$ cat src/rtl/gr_file_sb.sv
// Parametrised general-register file with same-cycle write bypass and a
// per-register busy scoreboard used by decode to stall on pending results.

module gr_file_sb_rport #(
    parameter int XLEN = 32,
    parameter int NREG = 32,
    parameter int AW   = 5
) (
    input  logic                       en,
    input  logic [AW-1:0]              idx,
    input  logic                       wr_en,
    input  logic [AW-1:0]              wr_n,
    input  logic [XLEN-1:0]            wd,
    input  logic [NREG-1:0][XLEN-1:0]  regs,
    input  logic [NREG-1:0]            busy,
    output logic [XLEN-1:0]            data,
    output logic                       busy_o
);
    always_comb begin
        data   = '0;
        busy_o = 1'b0;
        if (en && idx != '0) begin
            // A retiring writer is by definition the newest value and clears busy.
            if (wr_en && wr_n == idx) begin
                data = wd;
            end else begin
                data   = regs[idx];
                busy_o = busy[idx];
            end
        end
    end
endmodule

module gr_file_sb #(
    parameter int XLEN = 32,
    parameter int NREG = 32,
    parameter int AW   = 5,
    parameter int NRP  = 2
) (
    input  logic                 m_clock,
    input  logic                 rst_n,
    input  logic [NRP-1:0]       rp_en,
    input  logic [NRP*AW-1:0]    rp_n,
    output logic [NRP*XLEN-1:0]  rp_data,
    output logic [NRP-1:0]       rp_busy,
    input  logic                 wr_en,
    input  logic [AW-1:0]        wr_n,
    input  logic [XLEN-1:0]      wd,
    input  logic                 rsv_en,
    input  logic [AW-1:0]        rsv_n,
    output logic [AW:0]          busy_cnt
);
    if ((1 << AW) != NREG || NRP < 1 || NRP > 4) begin : g_bad_param
        $error("gr_file_sb: need 2**AW == NREG and NRP in 1..4");
    end

    logic [NREG-1:0][XLEN-1:0] regs_q, regs_d;
    logic [NREG-1:0]           busy_q, busy_d;
    logic [AW:0]               busy_cnt_q, busy_cnt_d;

    always_comb begin
        regs_d = regs_q;
        busy_d = busy_q;
        if (wr_en && wr_n != '0) begin
            regs_d[wr_n] = wd;
            busy_d[wr_n] = 1'b0;
        end
        // Applied after the write so a same-index reserve leaves the register busy.
        if (rsv_en && rsv_n != '0) begin
            busy_d[rsv_n] = 1'b1;
        end
        regs_d[0] = '0;
        busy_d[0] = 1'b0;
        busy_cnt_d = '0;
        for (int i = 1; i < NREG; i++) begin
            busy_cnt_d = busy_cnt_d + {{AW{1'b0}}, busy_d[i]};
        end
    end

    always_ff @(posedge m_clock or negedge rst_n) begin
        if (!rst_n) begin
            regs_q     <= '0;
            busy_q     <= '0;
            busy_cnt_q <= '0;
        end else begin
            regs_q     <= regs_d;
            busy_q     <= busy_d;
            busy_cnt_q <= busy_cnt_d;
        end
    end

    assign busy_cnt = busy_cnt_q;

    for (genvar k = 0; k < NRP; k++) begin : g_rport
        gr_file_sb_rport #(
            .XLEN(XLEN),
            .NREG(NREG),
            .AW  (AW)
        ) u_rport (
            .en    (rp_en[k]),
            .idx   (rp_n[k*AW +: AW]),
            .wr_en (wr_en),
            .wr_n  (wr_n),
            .wd    (wd),
            .regs  (regs_q),
            .busy  (busy_q),
            .data  (rp_data[k*XLEN +: XLEN]),
            .busy_o(rp_busy[k])
        );
    end
endmodule

$ cat config.mk
export PLATFORM = sky130hd
export DESIGN_NAME = gr_file_sb
export DESIGN_NICKNAME = d
export VERILOG_FILES = /design/src/rtl/gr_file_sb.sv
export SDC_FILE = /design/constraint.sdc
export NUM_CORES = 2
export LEC_CHECK = 0
export BUFFER_PORTS_ARGS = -buffer_cell sky130_fd_sc_hd__buf_2
export CAP_MARGIN = 10
export CORE_MARGIN = 3
export CORE_UTILIZATION = 55
export CTS_BUF_LIST = sky130_fd_sc_hd__clkbuf_2 sky130_fd_sc_hd__clkbuf_4 sky130_fd_sc_hd__clkbuf_8
export DETAILED_ROUTE_END_ITERATION = 7
export GPL_ROUTABILITY_DRIVEN = 0
export PLACE_DENSITY = 0.79
export SYNTH_ARGS = -nofsm -noshare
export SYNTH_HDL_FRONTEND = slang
export SYNTH_HIERARCHICAL = 1
export SYNTH_SLANG_ARGS = --single-unit
$ cat constraint.sdc
create_clock -name m_clock -period 8.1 [get_ports m_clock]
set_input_delay 1.62 -clock m_clock [delete_from_list [all_inputs] [get_ports m_clock]]
set_output_delay 1.62 -clock m_clock [all_outputs]
set_load 0.01 [all_outputs]
# ---- Word-level counts from Yosys, hierarchy flattened
# Index checks and enable logic that the tools add are counted.
dict set report op_classes {
  n_mux 25
  n_eq_ne 2
  add_sub_neg 30
  n_bitwise 3
  reduce_logical 12
  n_lt_le_gt_ge 6
}
# operator count
set ops {}
lappend ops {{bitwise mux 1024 bit} 1}
lappend ops {{binary-select mux 32 bit (select 5 bit)} 2}
lappend ops {{2-to-1 mux 32 bit} 9}
lappend ops {{demux 32 bit (select 5 bit)} 1}
lappend ops {{adder 6 x 1 -> 6 bit} 25}
lappend ops {{bitwise AND 32 bit} 1}
lappend ops {{inverter 32 bit} 1}
lappend ops {{bitwise OR 32 bit} 1}
lappend ops {{< comparator 5 x 6 -> 1 bit, second input constant} 4}
lappend ops {{nonzero test 5 bit} 4}
lappend ops {{binary-select mux 1 bit (select 5 bit)} 2}
lappend ops {{demux 1 bit (select 5 bit)} 2}
lappend ops {{== test 5 bit} 2}
lappend ops {{>= comparator 5 x 1 -> 1 bit, second input constant} 2}
lappend ops {{logical AND 1 bit} 8}
lappend ops {{2-to-1 mux 1 bit} 8}
lappend ops {{adder 5 x 1 -> 6 bit} 1}
lappend ops {{adder 4 x 1 -> 5 bit} 1}
lappend ops {{adder 3 x 1 -> 4 bit} 1}
lappend ops {{adder 2 x 1 -> 3 bit} 1}
lappend ops {{adder 1 x 1 -> 2 bit} 1}
dict set report word_totals {
  inputBits 58
  elab_cells 111
  register_bits 1029
}

# ---- Longest topological paths before layout
dict set report logic_depth {
  word_depth 39
  ltp_mapped 20
  mapped_depth_nobuf 18
}

# ---- Hierarchy
# Netlist, hierarchy kept.
# mod area_per_inst_um2 n_inst cells_per_inst seq_area_each_um2
set modules_own_cells {}
lappend modules_own_cells {gr_file_sb 39838.2 1 2408 25749.7}
lappend modules_own_cells {gr_file_sb_rport 8932.3 2 933 0.0}

# ---- Least setup slack after synthesis
# No wires, ideal clock.
dict set report synth_timing {
  path_type {input -> register}
  startpoint {input wr_n[0]}
  endpoint {register busy_cnt_q[4], in the netlist busy_cnt[4]}
  path_slack_ns 1.396
  required_ns 8.021
  arrival_time_ns 6.625
  path_stages 19
  setup_ns 0.079
  cell_sequence {and4bb_2 -> buf_2 -> nand2_2 -> buf_6 -> a22o_1 -> fa_1 -> inv_1 -> fa_1 -> fa_1 -> fa_1 -> fa_1 -> fa_1 -> inv_1 -> fa_1 -> inv_1 -> fa_1 -> nand2b_1 -> a21oi_1 -> xor2_1}
}
dict set report synth_between {
  word_cells_on_any_way 42
  cone_classes {add/sub: 30; order compare: 2; mux: 4; bitwise: 3; reduce/logical: 3}
}
# item line_no
set synth_lines {}
lappend synth_lines {{start, declared} 47} ;# input logic [AW-1:0] wr_n,
lappend synth_lines {{< comparator 5 x 6 -> 1 bit (implied by the code) / >= comparator 5 x 1 -> 1 bit (equally long branches)} 66} ;# busy_d[wr_n] = 1'b0;
lappend synth_lines {{logical AND 1 bit (implied by the code)} 66}
lappend synth_lines {{2-to-1 mux 1 bit (implied by the code)} 66}
lappend synth_lines {{demux 1 bit (select 5 bit)} 66}
lappend synth_lines {{inverter 32 bit (no source line)} -}
lappend synth_lines {{bitwise AND 32 bit (no source line)} -}
lappend synth_lines {{2-to-1 mux 32 bit (*)} 64} ;# if (wr_en && wr_n != '0) begin
lappend synth_lines {{bitwise OR 32 bit (no source line)} -}
lappend synth_lines {{2-to-1 mux 32 bit (*)} 69} ;# if (rsv_en && rsv_n != '0) begin
lappend synth_lines {{named net busy_d[18]} 58} ;# logic [NREG-1:0] busy_q, busy_d;
lappend synth_lines {{adder 6 x 1 -> 6 bit (*) (14 in a row)} 76} ;# busy_cnt_d = busy_cnt_d + {{AW{1'b0}}, busy_d[i]};
lappend synth_lines {{named net busy_cnt_d[4]} 59} ;# logic [AW:0] busy_cnt_q, busy_cnt_d;
lappend synth_lines {{end signal, assigned} 88} ;# busy_cnt_q <= busy_cnt_d;
lappend synth_lines {{end, declared} 59}
# Mark *: on every way through the listed nets, which the timed path passes. The rest lies on a longest branch.
# A chain may end at the register's enable or synchronous reset.

# ---- Worst setup path in the final report
dict set report layout_timing {
  startpoint {input rp_n[1]}
  endpoint {output rp_data[1]}
}
dict set report layout_between {
  elab_chain_len 4
  word_cells_on_any_way 8
  cone_classes {eq/ne: 1; mux: 4; reduce/logical: 3}
}
# item line_no
set layout_rtl {}
lappend layout_rtl {{start, declared} 43} ;# input logic [NRP*AW-1:0] rp_n,
lappend layout_rtl {{binary-select mux 32 bit (select 5 bit) / == test 5 bit (equally long branches)} {27, 24}}
lappend layout_rtl {{2-to-1 mux 32 bit (implied by the code) / logical AND 1 bit (equally long branches)} {27, 24}}
lappend layout_rtl {{2-to-1 mux 32 bit} 24} ;# if (wr_en && wr_n == idx) begin
lappend layout_rtl {{2-to-1 mux 32 bit (*)} 22} ;# if (en && idx != '0) begin
lappend layout_rtl {{end, declared} 44} ;# output logic [NRP*XLEN-1:0] rp_data,
# Mark *: on every way between the ends. The rest lies on a longest branch, timed or not. The select of a mux whose other input is x is not followed.

==> metrics.yaml <==
fin_util_pct: 60.3
io_buffers: 129
layout_commonest_cell: "dfrtp_1"
path_buf_inv: 4
yosys_warnings: 6
slowest_stage: "o31ai_1"
instances_no_fill: 5825
cts_buffers: 168
vdd_drop_max_uv: 515
synth_area_um2: 57700
post_cts_resized: 0
p_total_mw: 16.6
fin_tns_setup_ps: 0
fin_crit_ps: 6770
crit_chain: "buf_4, buf_4, or3_1, or3_1, o211ai_4, buf_4, o31ai_1, buf_2"
synth_edf_count: 0
nets: 4398
p_leak_nw: 28.1
fillers: 7809
seq_area_um2: 25700
arrival_ps: 5150
slew_viol_final: 0
crit_top_cell: "buf_4"
finish.instance_area_um2: 62600
finalCritPeriodShare_pct: 83.6
detail-route-antenna-nets: 0
async_reset_ff_share_pct: 100
critPathRequiredTime_ps: 6480
synth_cell_types: 65
synth_top_flop_cell: "dfrtp_1"
start_util_pct: 55.6
drive_gt1_share_pct: 43.6
worstPathMaxFanout: 44
clock-sinks: 1029
cp_top_family: "buffers and inverters"
core_um2: 104000
critPathLaunchType: "input pin"
path_class: "in2out"
via_count: 41800
avgSynthCellArea_um2: 13.5
drv_cap: 0
holdWs_ps: 522
clkTransAtPathRegs_ps: 60
cts_root_buffer: "clkbuf_8"
grt_max_degree: 158
grt_usage_pct: 34.2
wire_per_inst_um: 32.3
hold_viol_final: 0
drc: 0
finalSetupViolCount: 0
maxSlewHeadroom_pct: 17.9
max_stage_delay_ps: 790
clock_latency_ps: 870
pre_cts_slack_ps: 984
dp.cells: 5520
first_iter_violations: 5651
first_pass_iters: 8
dp_hpwl_um: 104000
r2r-start: "busy_q[18]"
finClkSkew_ps: 16.5
crit_path_end_kind: "output port"
synthCells: 4274
grt_pass1_vias: 41600
cp-startpoint: "rp_n[1]"
io_pins: 130
rsz0062_at_grt: "no"
ys_ff_latch: 1029
dieArea_um2: 109000
worst_pin_slew_ps: 1230
rows: 118
dieWidth_um: 330
antenna_found_initial: 12
yosysSeqAreaShare_pct: 44.6
postRouteWirelength_um: 188000
mostFrequentLayoutCells: "dfrtp_1, mux2_2, mux2i_1"
ctsHoldBuffers: 0
cts_setup_buffers: 0
die_h_um: 330
cts_tree: "yes"
status: "finished, final reports clean"
viasPerCell: 7.18
p_per_area_nw_per_um2: 265
grt_pass1_wl_um: 273000
holdCritPathClass: "reg2reg"
hold_start: "regs_q[414]"
place_area_um2: 58900
syn_to_final_growth_pct: 8.51
clockBufferDepth: 3
cts.htree.levels: 4
clock.fmax_ghz: 0.148
overflow: 0
layout_setup_ws_ps: 1330
multiInputGateArea_um2: 29600
==> power breakdown <==
group          leakage (nW)  total, mW  internal, mW  switching (mW)
logic                  13.0       4.72          2.45            2.26
clock network          1.94       4.90          2.76            2.14
registers              13.1       6.99          6.22           0.773
==> metal layers <==
metal  share of wire (%)  track usage [%]
met1                  38             45.2
met2                  44             50.7
met3                  12             10.1
met4                 6.1             18.8
met5               0.055                0
==> synth_stat cells, types with 46 or more instances <==
| master | instances | area, um2 |
|---|---|---|
| dfrtp_1 | 1029 | 25700 |
| mux2_2 | 1011 | 11400 |
| mux2i_1 | 438 | 4380 |
| mux4_2 | 270 | 6080 |
| clkbuf_1 | 211 | 792 |
| a21oi_1 | 150 | 751 |
| nor2_1 | 120 | 450 |
| buf_2 | 104 | 521 |
| a22o_1 | 91 | 797 |
| buf_6 | 82 | 923 |
| o22ai_1 | 82 | 513 |
| a22oi_1 | 66 | 495 |
| o21ai_0 | 64 | 320 |
| nand3_1 | 51 | 255 |
| o221ai_1 | 48 | 420 |
| nand2_1 | 47 | 176 |
| a2111oi_2 | 46 | 691 |
| o211ai_1 | 46 | 345 |
==> logic make-up (layout without fill, tap and decap cells) <==
family | after synthesis | in the layout | synth area share [%]
AO/OA/AOI/OAI | 688 | 688 | 8.89
flip-flops | 1029 | 1029 | 44.6
XOR/XNOR | 13 | 13 | 0.197
multiplexers | 1720 | 1720 | 37.9
adder cells (fa/ha/maj) | 30 | 30 | 0.950
AND/OR/NAND/NOR | 320 | 320 | 2.80
other | 1 | 74 | 0.00650
buffers and inverters | 473 | 571 | 4.65
==> final timing paths <==
kind	end	slack, ps	cells after the start
worst max-delay path	rp_data[1]	1330	8
worst min-delay path	regs_q[414]	520	1
worst max register to register	busy_cnt[4]	3060	15
worst min register to register	regs_q[414]	520	1
max in group asynchronous	regs_q[228]	5400	3
min in group asynchronous	regs_q[398]	770	1
==> worst register-to-register path: stages, from the launching register on <==
cell      delay (ps)
dfrtp_1          410
a22o_1           250
fa_1             540
inv_1             60
fa_1             510
fa_1             540
fa_1             440
fa_1             580
fa_1             410
inv_1             90
fa_1             190
inv_1             60
fa_1             410
nand2b_1         170
a21oi_1          170
xor2_1           150
==> registers in the layout, summed over array words and instances, names as in the netlist <==
register	count
busy_cnt	6
busy_q	31
regs_q	992
==> layout make-up <==
type / instances / share of cell area, %
Timing Repair Buffer: 248 / 2.77
Multi-Input combinational cell: 2837 / 47.3
Inverter: 26 / 0.156
Clock buffer: 277 / 5.47
Tap cell: 1380 / 2.76
Sequential cell: 1029 / 41.1
Antenna cell: 8 / 0.0320
Clock inverter: 20 / 0.374
Note: power is estimated with default switching activity, not from simulation.
